--- src/rtl/wb_pkg.sv ---
// wb_pkg: shared widths, request record and requester index for the write-back arbiter
package wb_pkg;
  localparam int DATA_W = 32;
  localparam int ADDR_W = 5;
  localparam logic [ADDR_W-1:0] REG_ZERO = 5'd0;
  typedef struct packed {
    logic [ADDR_W-1:0] addr;
    logic [DATA_W-1:0] data;
  } wb_req_t;
  typedef enum logic {REQ_ALU = 1'b0, REQ_MEM = 1'b1} wb_req_e;
endpackage

--- src/rtl/wb_fifo.sv ---
// wb_fifo: DEPTH-entry power-of-two buffer with push, pop, full, empty and occupancy count
module wb_fifo #(
  parameter int W = 37,
  parameter int DEPTH = 2
) (
  input  logic clk,
  input  logic rst,
  input  logic flush,
  input  logic push,
  input  logic pop,
  input  logic [W-1:0] din,
  output logic [W-1:0] dout,
  output logic full,
  output logic empty,
  output logic [$clog2(DEPTH+1)-1:0] count
);
  localparam int AW = $clog2(DEPTH);
  localparam int CW = $clog2(DEPTH+1);
  logic [W-1:0] mem [DEPTH];
  logic [AW-1:0] rd, wr;
  assign dout = mem[rd];
  assign full = count == CW'(DEPTH);
  assign empty = count == '0;
  always_ff @(posedge clk or posedge rst)
    if (rst) begin
      rd <= '0;
      wr <= '0;
      count <= '0;
    end else if (flush) begin
      rd <= '0;
      wr <= '0;
      count <= '0;
    end else begin
      rd <= rd + AW'(pop);
      wr <= wr + AW'(push);
      count <= count + CW'(push) - CW'(pop);
    end
  always_ff @(posedge clk)
    if (push && !flush) mem[wr] <= din;
endmodule

--- src/rtl/wb_arbiter.sv ---
// wb_arbiter: arbitrates ALU and load write-backs onto the register-file write port.
// WB_RR_FAIR_EN defined: round-robin grant; undefined: load path always wins contention.
module wb_arbiter #(
  parameter int DATA_W = 32,
  parameter int ADDR_W = 5,
  parameter int DEPTH = 2
) (
  input  logic clk,
  input  logic rst,
  input  logic flush,
  input  logic req0_valid,
  output logic req0_ready,
  input  logic [ADDR_W-1:0] req0_addr,
  input  logic [DATA_W-1:0] req0_data,
  input  logic req1_valid,
  output logic req1_ready,
  input  logic [ADDR_W-1:0] req1_addr,
  input  logic [DATA_W-1:0] req1_data,
  output logic reg_wr,
  output logic [ADDR_W-1:0] wr_reg,
  output logic [DATA_W-1:0] wr_dt,
  output logic [$clog2(DEPTH+1)-1:0] pend0,
  output logic [$clog2(DEPTH+1)-1:0] pend1
);
  import wb_pkg::*;
  localparam int W = ADDR_W + DATA_W;
  logic [W-1:0] head0, head1;
  logic full0, full1, empty0, empty1, push0, push1, pop0, pop1, gnt;
  wb_req_e sel;
  assign req0_ready = !full0 && !flush;
  assign req1_ready = !full1 && !flush;
  // writes to r0 are architecturally dead, so they are swallowed at the door
  assign push0 = req0_valid && req0_ready && req0_addr != ADDR_W'(REG_ZERO);
  assign push1 = req1_valid && req1_ready && req1_addr != ADDR_W'(REG_ZERO);
  assign gnt = (!empty0 || !empty1) && !flush;
`ifdef WB_RR_FAIR_EN
  wb_req_e last;
  always_ff @(posedge clk or posedge rst)
    if (rst) last <= REQ_MEM;
    else if (gnt) last <= sel;
  assign sel = (!empty0 && !empty1) ? (last == REQ_ALU ? REQ_MEM : REQ_ALU)
                                    : (empty0 ? REQ_MEM : REQ_ALU);
`else
  assign sel = empty1 ? REQ_ALU : REQ_MEM;
`endif
  assign pop0 = gnt && sel == REQ_ALU;
  assign pop1 = gnt && sel == REQ_MEM;
  wb_fifo #(.W(W), .DEPTH(DEPTH)) u_fifo0 (
    .clk(clk), .rst(rst), .flush(flush), .push(push0), .pop(pop0),
    .din({req0_addr, req0_data}), .dout(head0), .full(full0), .empty(empty0), .count(pend0)
  );
  wb_fifo #(.W(W), .DEPTH(DEPTH)) u_fifo1 (
    .clk(clk), .rst(rst), .flush(flush), .push(push1), .pop(pop1),
    .din({req1_addr, req1_data}), .dout(head1), .full(full1), .empty(empty1), .count(pend1)
  );
  always_ff @(posedge clk or posedge rst)
    if (rst) begin
      reg_wr <= 1'b0;
      wr_reg <= '0;
      wr_dt <= '0;
    end else begin
      reg_wr <= gnt;
      if (gnt) {wr_reg, wr_dt} <= sel == REQ_MEM ? head1 : head0;
    end
endmodule

--- config.mk ---
export PLATFORM = sky130hd
export DESIGN_NAME = wb_arbiter
export DESIGN_NICKNAME = d
export VERILOG_FILES = /design/src/rtl/wb_pkg.sv /design/src/rtl/wb_fifo.sv /design/src/rtl/wb_arbiter.sv
export SDC_FILE = /design/constraint.sdc
export NUM_CORES = 1
export LEC_CHECK = 0
export CELL_PAD_IN_SITES_DETAIL_PLACEMENT = 1
export CELL_PAD_IN_SITES_GLOBAL_PLACEMENT = 1
export CORE_MARGIN = 2
export CORE_UTILIZATION = 46
export DETAILED_ROUTE_END_ITERATION = 7
export PLACE_DENSITY = 0.89
export SYNTH_ARGS = -nofsm -noshare
export SYNTH_HDL_FRONTEND = slang
export SYNTH_HIERARCHICAL = 1
export SYNTH_SLANG_ARGS = --single-unit
--- constraint.sdc ---
create_clock -name clk -period 5 [get_ports clk]
set_input_delay 0.75 -clock clk [delete_from_list [all_inputs] [get_ports clk]]
set_output_delay 0.75 -clock clk [all_outputs]
set_load 0.1 [all_outputs]
# Yosys cells after proc, flatten, opt, wreduce, memory -nomap -nowiden
# Memories as Yosys holds them, arrays and structs flattened.
# Cells that the tools add are included.
[classes]
n_eq_ne = 2
n_addsub = 8
n_reduce_logical = 21
mux = 12
[op_table]
columns = ["cell", "n"]
rows = [
  ["$mux W37", 1],
  ["$logic_and A1 B1 Y1", 11],
  ["$reduce_bool A5 Y1", 2],
  ["$mux W1", 9],
  ["$logic_not A1 Y1", 5],
  ["$add A1 B1 Y1", 4],
  ["$add A2 B1 Y2", 2],
  ["$eq A2 B2 Y1 const B", 2],
  ["$logic_not A2 Y1", 2],
  ["$mux W2", 2],
  ["$sub A2 B1 Y2", 2],
  ["$logic_or A1 B1 Y1", 1],
]
[word_totals]
reg_bits = 46
mem_bits_rw = 148
out_inout_bits = 44
mem_count = 2
input_bits = 79
[memory_table]
columns = ["memory", "words", "word_bits", "rd", "rd_clocked_by_memory_dff", "write_ports", "line", "text"]
rows = [
  ["u_fifo0.mem", 2, 37, 1, 0, 1, "wb_fifo.sv:19", "logic [W-1:0] mem [DEPTH];"],
  ["u_fifo1.mem", 2, 37, 1, 0, 1, "wb_fifo.sv:19", ""],
]

# Depth between registers and ports, before layout
# Gate-level depths: netlist (run 1).
[depth]
word_depth = 8
mapped_depth = 9
mapped_depth_nobuf = 8

# By module
# Netlist (run 1), hierarchy kept.
[by_module_without_submodules]
columns = ["module", "area_each_um2", "cells_each", "seq_area_each_um2", "instances"]
rows = [
  ["wb_fifo", 2975.4, 135, 2322.2, 2],
  ["wb_arbiter", 1933.1, 130, 950.9, 1],
]

# Worst setup path before layout (run 1)
# Ideal clock, no wire load.
[synth_timing]
kind = "reg2reg"
from = "register u_fifo1.count[1]"
to = "memory u_fifo1.mem[0][0] (enable)"
required_ps = 4514
synth_period_minus_slack_ps = 6009
arrival_time_ps = 5523
path_slack_ps = -1009
path_stages_with_launch = 5
setup_time_ps = 486
cell_sequence = "dfrtp_1 > nor2b_1 > nor2_1 > o211a_1 > nor3b_1"
[synth_between]
elab_chain_cells = 8
[synth_lines]
columns = ["element", "line", "text"]
rows = [
  ["from (decl)", "wb_fifo.sv:15", "output logic [$clog2(DEPTH+1)-1:0] count"],
  ["from (signal assigned)", "wb_fifo.sv:36", "count <= count + CW'(push) - CW'(pop);"],
  ["$eq A2 B2 Y1", "wb_fifo.sv:22", "assign full = count == CW'(DEPTH);"],
  ["net full1", "wb_arbiter.sv:28", "logic full0, full1, empty0, empty1, push0, push1, pop0, pop1, gnt;"],
  ["$logic_not A1 Y1", "wb_arbiter.sv:31", "assign req1_ready = !full1 && !flush;"],
  ["$logic_and A1 B1 Y1", "wb_arbiter.sv:31", ""],
  ["net req1_ready", "wb_arbiter.sv:16", "output logic req1_ready,"],
  ["$logic_and A1 B1 Y1 (2 in a row)", "wb_arbiter.sv:34", "assign push1 = req1_valid && req1_ready && req1_addr != ADDR_W'(REG_ZERO);"],
  ["net push1", "wb_arbiter.sv:28", ""],
  ["$logic_and A1 B1 Y1", "wb_fifo.sv:39", "if (push && !flush) mem[wr] <= din;"],
  ["$mux W1", "wb_fifo.sv:39", ""],
  ["$mux W1 (implied by the code)", "wb_fifo.sv:39", ""],
  ["to (decl)", "wb_fifo.sv:19", ""],
]
# The timed path passes the listed nets, and every way through them passes these cells.

# Final worst setup path (run 1)
[layout_timing]
from = "input port flush"
to = "output port req0_ready"
[layout_between]
elab_chain_cells = 2
[layout_lines]
columns = ["element", "line", "text"]
rows = [
  ["from (decl)", "wb_arbiter.sv:10", "input logic flush,"],
  ["$logic_not A1 Y1", "wb_arbiter.sv:30", "assign req0_ready = !full0 && !flush;"],
  ["$logic_and A1 B1 Y1", "wb_arbiter.sv:30", ""],
  ["to (decl)", "wb_arbiter.sv:12", "output logic req0_ready,"],
]
# No other way between the ends.

==> flow_summary.ini, run 1 <==
[clock_tree]
clock_sinks = 194
cts_tree = built
cts_max_path_buffers = 2
tritoncts.num_buffers = 17
clk_latency_worst_skew_pair_ns = 0.43
cts_setup_buffers = 0
post_cts_resized = 0
cts_hold_repair.buffers = 0
htree_num_levels = 4
clk_pin_slew_worst_paths_ns = 0.07
cts.root.buffer_cell = sky130_fd_sc_hd__clkbuf_16

[timing]
slew_viol_final = 0
share_of_the_clock_period_used_by_the_worst_path = 0.7626
grt_setup_unrepaired = no
finalWorstPathRequiredPeriod_ns = 3.813
tightestPinTransition_ns = 1.225
whs_ns = 0.5096
timing.final.ws_setup_ns = 1.187
achievable-frequency_ghz = 0.2623
clock-skew-final_ns = 0.01091
fin_setup_tns_ns = 0
slew-limit-headroom = 0.1831
finalHoldViolations = 0
setup_violations_final = 0

[power]
max-vdd-ir-drop_v = 0.0004239
power_per_cell_area_mw_per_mm2 = 635.5
fin_total_pwr_w = 0.006281
cellLeakagePower_nw = 3.570

[yosys]
synthDistinctLibCells = 19
synthArstFlopShare = 0.2371
leading_area_contributor_after_synthesis = sky130_fd_sc_hd__edfxtp_1
mapped_cells = 400
synth.most_common_cell = sky130_fd_sc_hd__edfxtp_1
synth_enable_flop_cells = 148
synth_area_mm2 = 0.007884
fraction_of_post_synthesis_cell_area_in_the_top_cell_type_by_area = 0.5637
synth.avg_cell_area_um2 = 19.71
synth_warnings = 6
yosys-top-cells-count = sky130_fd_sc_hd__edfxtp_1, sky130_fd_sc_hd__mux2_2, sky130_fd_sc_hd__mux2_4
ys_seq_elements = 194
syn_nets = 483
postSynth.topFlopCell = sky130_fd_sc_hd__edfxtp_1
netlist_top_cells_area = sky130_fd_sc_hd__edfxtp_1, sky130_fd_sc_hd__dfrtp_1, sky130_fd_sc_hd__mux2_2, sky130_fd_sc_hd__mux2_4, sky130_fd_sc_hd__buf_6
synth-seq-area-share = 0.7097

[floorplanning]
die_h_um = 134.9
placementRows = 47
pin_count = 123
dieArea_mm2 = 0.01820
initial_core_util = 0.4737
core_area_mm2 = 0.01664
die_w_um = 134.9

[critical_path]
crit_path_max_incr_delay_ns = 1.19
cpMostUsedCell = sky130_fd_sc_hd__clkdlybuf4s50_1
worstReg2RegEnd = u_fifo0/count[1]$_DFF_PP0_
reg2reg_slack_ns = 2.30
critPathMaxFanout = 16
worstPathRequired_ns = 4.25
r2r_cells = 9
setup.worst_path.start_class = input port
worst_setup_end_kind = output port
timing.critical_path.slowest_stage_cell = sky130_fd_sc_hd__clkdlybuf4s50_1
worstPathCellList = clkdlybuf4s50_1, nor2_1, clkdlybuf4s50_1
startpoint_to_endpoint_class_of_the_critical_path = input port to output port
reg2reg_from = u_fifo1/count[1]$_DFF_PP0_
cp_data_arrival_time_ns = 3.06

[route]
detailedRoute.firstIterationViolations = 128
dr_total_vias = 4013
drt-pass1-iter-count = 4
viasPerCell = 5.266
antenna_violating_nets_post_route = 0
routed_length_per_placed_instance_um = 22.49
detail_route.wirelength_mm = 17.14
route.detailed.drc = 0

[global_route]
grt_usage = 0.1980
grt.overflow.total = 0
maximum_number_of_pins_on_one_net_before_global_route_repair = 41
first_global_vias = 4652
first_pass_grt_wire_length_mm = 26.15
antenna_found_initial = 0

[cells_and_area]
syn2layout_area_growth_pct = 25.38
finish.net_count = 612
nFillCells = 1478
utilization = 0.5939
diodes = 0
layout_top_registers = u_fifo0/mem x74, u_fifo1/mem x74, wr_dt x32
final_layout_size_suffix_gt1_frac = 0.3487

[placed_design]
place_hpwl_mm = 10.54
detailedPlace.worstSlack_ns = 1.204
routabilityCongestion = 0.6935
io_buffers = 122

[status]
status = completed

[worst_hold_path]
hold_critical_path_depth = 1
hold_class = register to register
whs_endpoint = wr_reg[2]$_DFFE_PP0P_
holdCritStartpoint = wr_reg[2]$_DFFE_PP0P_

[run]
cap_violations = 0
report_power, final:
part / leakage (nW) / internal, W / switching (W)
sequential: 1.89 / 0.00197 / 0.000233
combinational: 1.41 / 0.000988 / 0.00177
clock: 0.269 / 0.000736 / 0.000583
total: 3.57 / 0.00369 / 0.00259
critical path: cells and delay by family:
family	cells	cell delay, ns
buf+inv	2	1.98
simple gates	1	0.32
cells by family after synthesis:
logic type,share of synthesized area
buf+inv,0.02111
fa+ha+maj,0.006348
mux,0.2342
simple gates,0.01524
compound gates,0.003174
xor+xnor,0.01016
flops,0.7097
final cells by class:
cell class                 count  area [um^2]  area share
sequential                   194         5598      0.5663
inverter                       7        26.28    0.002658
timing repair buffer         126         1251      0.1266
clock inverter                13        135.1     0.01367
tap                          220        275.3     0.02785
multi-input combinational    183         2166      0.2191
clock buffer                  19        432.9     0.04380
placed cells by master, fill, tap and decap left out:
| cell | n |
|---|---|
| sky130_fd_sc_hd__inv_2 | 1 |
| sky130_fd_sc_hd__and3b_2 | 2 |
| sky130_fd_sc_hd__clkdlybuf4s50_1 | 122 |
| sky130_fd_sc_hd__mux2_2 | 100 |
| sky130_fd_sc_hd__o211a_1 | 2 |
| sky130_fd_sc_hd__nor2b_1 | 4 |
| sky130_fd_sc_hd__xnor2_1 | 4 |
| sky130_fd_sc_hd__buf_4 | 4 |
| sky130_fd_sc_hd__or4_1 | 2 |
| sky130_fd_sc_hd__clkinv_1 | 2 |
| sky130_fd_sc_hd__nor2_4 | 1 |
| sky130_fd_sc_hd__nor2_1 | 10 |
| sky130_fd_sc_hd__clkinv_2 | 2 |
| sky130_fd_sc_hd__edfxtp_1 | 148 |
| sky130_fd_sc_hd__clkinvlp_4 | 3 |
| sky130_fd_sc_hd__mux2_4 | 48 |
| sky130_fd_sc_hd__dfrtp_1 | 44 |
| sky130_fd_sc_hd__clkbuf_16 | 17 |
| sky130_fd_sc_hd__and2_1 | 1 |
| sky130_fd_sc_hd__ha_1 | 4 |
| sky130_fd_sc_hd__xnor3_1 | 2 |
| sky130_fd_sc_hd__clkbuf_1 | 2 |
| sky130_fd_sc_hd__nor3b_4 | 2 |
| sky130_fd_sc_hd__clkinv_4 | 2 |
| sky130_fd_sc_hd__dfrtp_2 | 2 |
| sky130_fd_sc_hd__inv_1 | 6 |
| sky130_fd_sc_hd__inv_6 | 2 |
| sky130_fd_sc_hd__a21oi_4 | 1 |
| sky130_fd_sc_hd__bufinv_16 | 2 |
metal layers:
layer  routed length (um)  GRT usage  vias up
li1                     -          -     1782
met1                 6692     0.2198     2093
met2                 9482     0.3748      112
met3                  624    0.03529       26
met4                  342    0.07602        0
met5                    0          0        -
worst max path at each step:
stage | cells after the start | end | slack [ns] | from
6_report | 3 | req0_ready | 1.19 | flush
3_3_place_gp | 3 | req1_ready | 1.32 | flush
2_1_floorplan | 4 | u_fifo1/mem[0][0]$_DFFE_PP_ | 0.32 | u_fifo1/count[1]$_DFF_PP0_
3_5_place_dp | 3 | req0_ready | 1.20 | flush
4_1_cts | 3 | req0_ready | 1.20 | flush
5_1_grt | 3 | req0_ready | 1.13 | flush
stage by stage:
stage	instances	instance area (um^2)
2_1_floorplan	400	7894
3_3_place_gp	730	9316
3_5_place_dp	730	9316
4_1_cts	762	9884
5_1_grt	762	9884
6_report	762	9884
Note: power is estimated with default switching activity, not from simulation.
==> inputs of run 2 (changes only) <==
--- a/config.mk
+++ b/config.mk
@@ -8,9 +8,9 @@
 export CELL_PAD_IN_SITES_DETAIL_PLACEMENT = 1
 export CELL_PAD_IN_SITES_GLOBAL_PLACEMENT = 1
 export CORE_MARGIN = 2
-export CORE_UTILIZATION = 46
+export CORE_UTILIZATION = 41
 export DETAILED_ROUTE_END_ITERATION = 7
-export PLACE_DENSITY = 0.89
+export PLACE_DENSITY = 0.84
 export SYNTH_ARGS = -nofsm -noshare
 export SYNTH_HDL_FRONTEND = slang
 export SYNTH_HIERARCHICAL = 1
==> constraint.sdc (replaced) <==
create_clock -name clk -period 3.5 [get_ports clk]
set_input_delay 0.525 -clock clk [delete_from_list [all_inputs] [get_ports clk]]
set_output_delay 0.525 -clock clk [all_outputs]
set_load 0.1 [all_outputs]
==> flow_summary.ini, run 2 (synthesis gave the netlist of run 1 again) <==
[global_route]
grt_usage = 0.1781
antenna_found_initial = 0
maximum_number_of_pins_on_one_net_before_global_route_repair = 39
grt.overflow.total = 0
first_pass_grt_wire_length_mm = 26.06
first_global_vias = 4490

[critical_path]
setup.worst_path.start_class = register
cpLargestDelayFamily = buffers and inverters
critPathMaxFanout = 4
worst_setup_end_kind = output port
worstPathCellList = clkdlybuf4s50_1
startpoint_to_endpoint_class_of_the_critical_path = register to output port
timing.critical_path.slowest_stage_cell = sky130_fd_sc_hd__clkdlybuf4s50_1
crit_path_max_incr_delay_ns = 1.17
cp_data_arrival_time_ns = 2.06
worstPathRequired_ns = 2.97
reg2reg_slack_ns = 1.22
worstPathBufferInverterCount = 1

[floorplanning]
initial_core_util = 0.4201
core_area_mm2 = 0.01877
pin_count = 123
dieArea_mm2 = 0.02035
die_w_um = 142.7
placementRows = 50
die_h_um = 142.7

[clock_tree]
clk_latency_worst_skew_pair_ns = 0.44
cts_max_path_buffers = 2
tritoncts.num_buffers = 17
post_cts_resized = 0
cts_tree = built
clock_sinks = 194
htree_num_levels = 4
cts_setup_buffers = 0
clk_pin_slew_worst_paths_ns = 0.07
cts_hold_repair.buffers = 0
cts.root.buffer_cell = sky130_fd_sc_hd__clkbuf_16

[route]
antenna_violating_nets_post_route = 0
viasPerCell = 5.051
dr_total_vias = 3955
detailedRoute.firstIterationViolations = 170
route.detailed.drc = 0
drt-pass1-iter-count = 4
routed_length_per_placed_instance_um = 22.03
detail_route.wirelength_mm = 17.25

[power]
power.share.switching = 0.4066
cell_internal_pwr_w = 0.005350
cellLeakagePower_nw = 3.623
netSwitchingPower_w = 0.003667
max-vdd-ir-drop_v = 0.0005817
proportion_of_power_drawn_by_the_clock_network = 0.214
power_per_cell_area_mw_per_mm2 = 901.5
comb_power_frac = 0.448
power.share.sequential = 0.338

[placed_design]
io_buffers = 122
detailedPlace.worstSlack_ns = 0.8730
routabilityCongestion = 0.7312
place_hpwl_mm = 11.94

[timing]
grt_setup_unrepaired = no
clock-skew-final_ns = 0.008773
timing.final.ws_setup_ns = 0.9141
share_of_the_clock_period_used_by_the_worst_path = 0.7388
slew-limit-headroom = 0.3333
finalHoldViolations = 0
setup_violations_final = 0
fin_setup_tns_ns = 0
achievable-frequency_ghz = 0.3867
slew_viol_final = 0
tightestPinTransition_ns = 0.9969
finalWorstPathRequiredPeriod_ns = 2.586

[cells_and_area]
final_layout_size_suffix_gt1_frac = 0.3625
utilization = 0.5329
final_cell_mix = sky130_fd_sc_hd__edfxtp_1, sky130_fd_sc_hd__clkdlybuf4s50_1, sky130_fd_sc_hd__mux2_2
finish.net_count = 619
layout_top_registers = u_fifo0/mem x74, u_fifo1/mem x74, wr_dt x32
syn2layout_area_growth_pct = 26.87
layout_commonest_cell = sky130_fd_sc_hd__edfxtp_1
diodes = 0

[worst_hold_path]
hold_class = input port to asynchronous set/reset pin

[status]
status = completed

[run]
cap_violations = 0
==> run 2: cell types whose count changed in the layout (fill, tap and decap cells not counted), sizes merged <==
cell	previous run	this run
buf	4	13
bufinv	2	3
clkbuf	19	22
clkdlybuf4s50	122	120
clkinv	6	3
inv	9	8
==> run 2: metrics by stage <==
stage / instance area, um^2 / hold WS, ns / total power (W) / std cells
after CTS: 10000 / 0.3564 / 0.009112 / 783
after global placement: 9422 / 0.4928 / 0.007029 / 751
after floorplan: 7921 / 0.2911 / 0.006224 / 400
after global routing: 10000 / 0.3731 / 0.009361 / 783
after detailed placement: 9422 / 0.5018 / 0.007170 / 751
final: 10000 / 0.3695 / 0.009017 / 783
==> run 2: final cells by class <==
cell class              instances  area, um^2
flip-flops and latches        194        5598
inverters                       7       26.28
multi-input cells             183        2181
repair buffers                133        1324
fillers                      1729        8766
clock inverters                10       136.4
well taps                     234       292.8
clock buffers                  22       444.2
==> run 2: path summary, 6_finish.rpt <==
path / from / endpoint / cells past startpoint
max in group asynchronous: rst / wr_dt[12]$_DFFE_PP0P_ / 2
min: rst / u_fifo1/count[1]$_DFF_PP0_ / 2
min reg2reg: wr_reg[0]$_DFFE_PP0P_ / wr_reg[0]$_DFFE_PP0P_ / 1
max: u_fifo1/count[1]$_DFF_PP0_ / pend1[1] / 1
max reg2reg: u_fifo1/count[1]$_DFF_PP0_ / wr_dt[21]$_DFFE_PP0P_ / 4
min in group clk: wr_reg[0]$_DFFE_PP0P_ / wr_reg[0]$_DFFE_PP0P_ / 1
==> run 2: power by group through the flow <==
stage	Combinational (W)	Sequential (W)	Clock, W
2_1_floorplan	0.00146	0.00477	0
3_3_place_gp	0.00395	0.00308	0
3_5_place_dp	0.00406	0.00311	0
4_1_cts	0.00408	0.00306	0.00197
5_1_grt	0.00420	0.00310	0.00207
6_report	0.00404	0.00305	0.00193
==> run 2: layer usage <==
layer | vias to the layer above | GRT usage | wire [um] | share of wire
li1 | 1795 | - | - | -
met1 | 2047 | 0.1958 | 6632 | 0.38
met2 | 92 | 0.3365 | 9711 | 0.56
met3 | 21 | 0.03689 | 608 | 0.035
met4 | 0 | 0.06670 | 300 | 0.017
met5 | - | 0 | 0 | 0
==> inputs of run 3 (changes only) <==
--- a/config.mk
+++ b/config.mk
@@ -8,9 +8,9 @@
 export CELL_PAD_IN_SITES_DETAIL_PLACEMENT = 1
 export CELL_PAD_IN_SITES_GLOBAL_PLACEMENT = 1
 export CORE_MARGIN = 2
-export CORE_UTILIZATION = 41
+export CORE_UTILIZATION = 46
 export DETAILED_ROUTE_END_ITERATION = 7
-export PLACE_DENSITY = 0.84
+export PLACE_DENSITY = 0.89
 export SYNTH_ARGS = -nofsm -noshare
 export SYNTH_HDL_FRONTEND = slang
 export SYNTH_HIERARCHICAL = 1
==> constraint.sdc (replaced) <==
create_clock -name clk -period 2.6 [get_ports clk]
set_input_delay 0.39 -clock clk [delete_from_list [all_inputs] [get_ports clk]]
set_output_delay 0.39 -clock clk [all_outputs]
set_load 0.1 [all_outputs]
==> flow_summary.ini, run 3 (synthesis gave the netlist of run 1 again) <==
[status]
status = completed

[clock_tree]
cts_max_path_buffers = 2
clk_pin_slew_worst_paths_ns = 0.06
tritoncts.num_buffers = 17
clock_sinks = 194
htree_num_levels = 4
cts.root.buffer_cell = sky130_fd_sc_hd__clkbuf_16
cts_setup_buffers = 0
post_cts_resized = 0
cts_tree = built
cts_hold_repair.buffers = 0
clk_latency_worst_skew_pair_ns = 0.43

[cells_and_area]
final_layout_size_suffix_gt1_frac = 0.4622
diodes = 0
layout_top_registers = u_fifo0/mem x74, u_fifo1/mem x74, wr_dt x32
layout_commonest_cell = sky130_fd_sc_hd__edfxtp_1
nFillCells = 1444
syn2layout_area_growth_pct = 26.98
finish.net_count = 626
final_cell_mix = sky130_fd_sc_hd__edfxtp_1, sky130_fd_sc_hd__mux2_2, sky130_fd_sc_hd__clkdlybuf4s50_1

[placed_design]
io_buffers = 122
place_hpwl_mm = 12.61
detailedPlace.worstSlack_ns = 0.03941
routabilityCongestion = 0.7420

[critical_path]
cp_data_arrival_time_ns = 2.30
worstPathRequired_ns = 2.74
worstReg2RegEnd = u_fifo0/count[1]$_DFF_PP0_
startpoint_to_endpoint_class_of_the_critical_path = input port to register
reg2reg_slack_ns = 0.45
timing.critical_path.to = u_fifo1/mem[1][11]$_DFFE_PP_
crit_path_max_incr_delay_ns = 0.59
r2r_cells = 8
timing.critical_path.slowest_stage_cell = sky130_fd_sc_hd__or4_1
worst_setup_end_kind = register
critPathMaxFanout = 23
reg2reg_from = u_fifo1/count[1]$_DFF_PP0_
setup.worst_path.start_class = input port
startpoint = req1_addr[0]
worstPathCellList = clkdlybuf4s50_1, or4_1, o211a_1, and3b_2, buf_4

[route]
detail_route.wirelength_mm = 17.87
antenna_violating_nets_post_route = 0
routed_length_per_placed_instance_um = 23.03
detailedRoute.firstIterationViolations = 251
route.detailed.drc = 0
viasPerCell = 5.256
dr_total_vias = 4079
drt-pass1-iter-count = 4

[power]
max-vdd-ir-drop_v = 0.001039
power_per_cell_area_mw_per_mm2 = 1209
cellLeakagePower_nw = 3.719
fin_total_pwr_w = 0.01210

[timing]
whs_ns = 0.2741
setup_violations_final = 0
share_of_the_clock_period_used_by_the_worst_path = 0.8300
tightestPinTransition_ns = 0.5909
slew-limit-headroom = 0.6061
finalWorstPathRequiredPeriod_ns = 2.158
clock-skew-final_ns = 0.008963
grt_setup_unrepaired = no
slew_viol_final = 0
finalHoldViolations = 0
timing.final.ws_setup_ns = 0.4419
achievable-frequency_ghz = 0.4634

[floorplanning]
core_area_mm2 = 0.01664
die_h_um = 134.9
die_w_um = 134.9
initial_core_util = 0.4737
placementRows = 47
pin_count = 123
dieArea_mm2 = 0.01820

[global_route]
gr-usage-met3 = 0.05255
first_pass_grt_wire_length_mm = 27.24
maximum_number_of_pins_on_one_net_before_global_route_repair = 39
met1_usage = 0.2353
antenna_found_initial = 0
grt_most_used_layer = met2
first_global_vias = 4717
grt_usage = 0.2071
grt.overflow.total = 0
globalRouteMet2Util = 0.3816

[run]
cap_violations = 0

[worst_hold_path]
hold_class = input port to asynchronous set/reset pin
[run 3: cell count changes in the layout (fill, tap and decap cells not counted), moves of 4 or more]
cell,previous run,this run
sky130_fd_sc_hd__buf_12,2,6
sky130_fd_sc_hd__dfrtp_1,44,40
sky130_fd_sc_hd__clkbuf_8,0,4
sky130_fd_sc_hd__clkbuf_1,5,1
sky130_fd_sc_hd__buf_4,11,56
sky130_fd_sc_hd__clkdlybuf4s50_1,120,78
[run 3: report_power, final]
group | internal [W] | switching (W) | leakage (nW) | total [W]
combinational | 0.00185 | 0.00366 | 1.55 | 0.00551
clock | 0.00143 | 0.00110 | 0.281 | 0.00253
sequential | 0.00380 | 0.000259 | 1.89 | 0.00406
[run 3: layer usage]
metal	vias to the layer above	wire length, um
met5	-	0
met2	129	9842
li1	1801	-
met1	2125	6913
met3	24	808
met4	0	306
[run 3: worst min path at each step]
stage,to,cells after the start
floorplan,u_fifo1/rd$_DFF_PP0_,1
global placement,wr_dt[6]$_DFFE_PP0P_,1
detailed placement,wr_dt[30]$_DFFE_PP0P_,1
CTS,u_fifo1/count[1]$_DFF_PP0_,2
global route,u_fifo1/count[1]$_DFF_PP0_,2
finish,u_fifo1/count[0]$_DFF_PP0_,2
[run 3: cell type report]
class | count | area (um^2) | share of cell area
tap | 220 | 275.3 | 0.02750
timing repair buffer | 140 | 1321 | 0.1320
multi-input combinational | 183 | 2196 | 0.2193
sequential | 194 | 5610 | 0.5604
clock inverter | 10 | 97.59 | 0.009749
clock buffer | 22 | 484.2 | 0.04837
inverter | 7 | 26.28 | 0.002625
[run 3: per-stage QoR]
step / area (um^2) / instances / TNS, ns / utilization
6_report: 10010 / 776 / 0 / 0.6015
5_1_grt: 10010 / 776 / 0 / 0.6015
4_1_cts: 10010 / 776 / 0 / 0.6015
3_5_place_dp: 9429 / 744 / 0 / 0.5666
3_3_place_gp: 9429 / 744 / 0 / 0.5666
2_1_floorplan: 7951 / 400 / -33.16 / -
[run 3: worst max-delay path: cells and delay by family]
family / cells / cell delay (ns)
AND/OR/NAND/NOR: 2 / 0.84
AO/OA/AOI/OAI: 1 / 0.30
buffers and inverters: 2 / 0.75
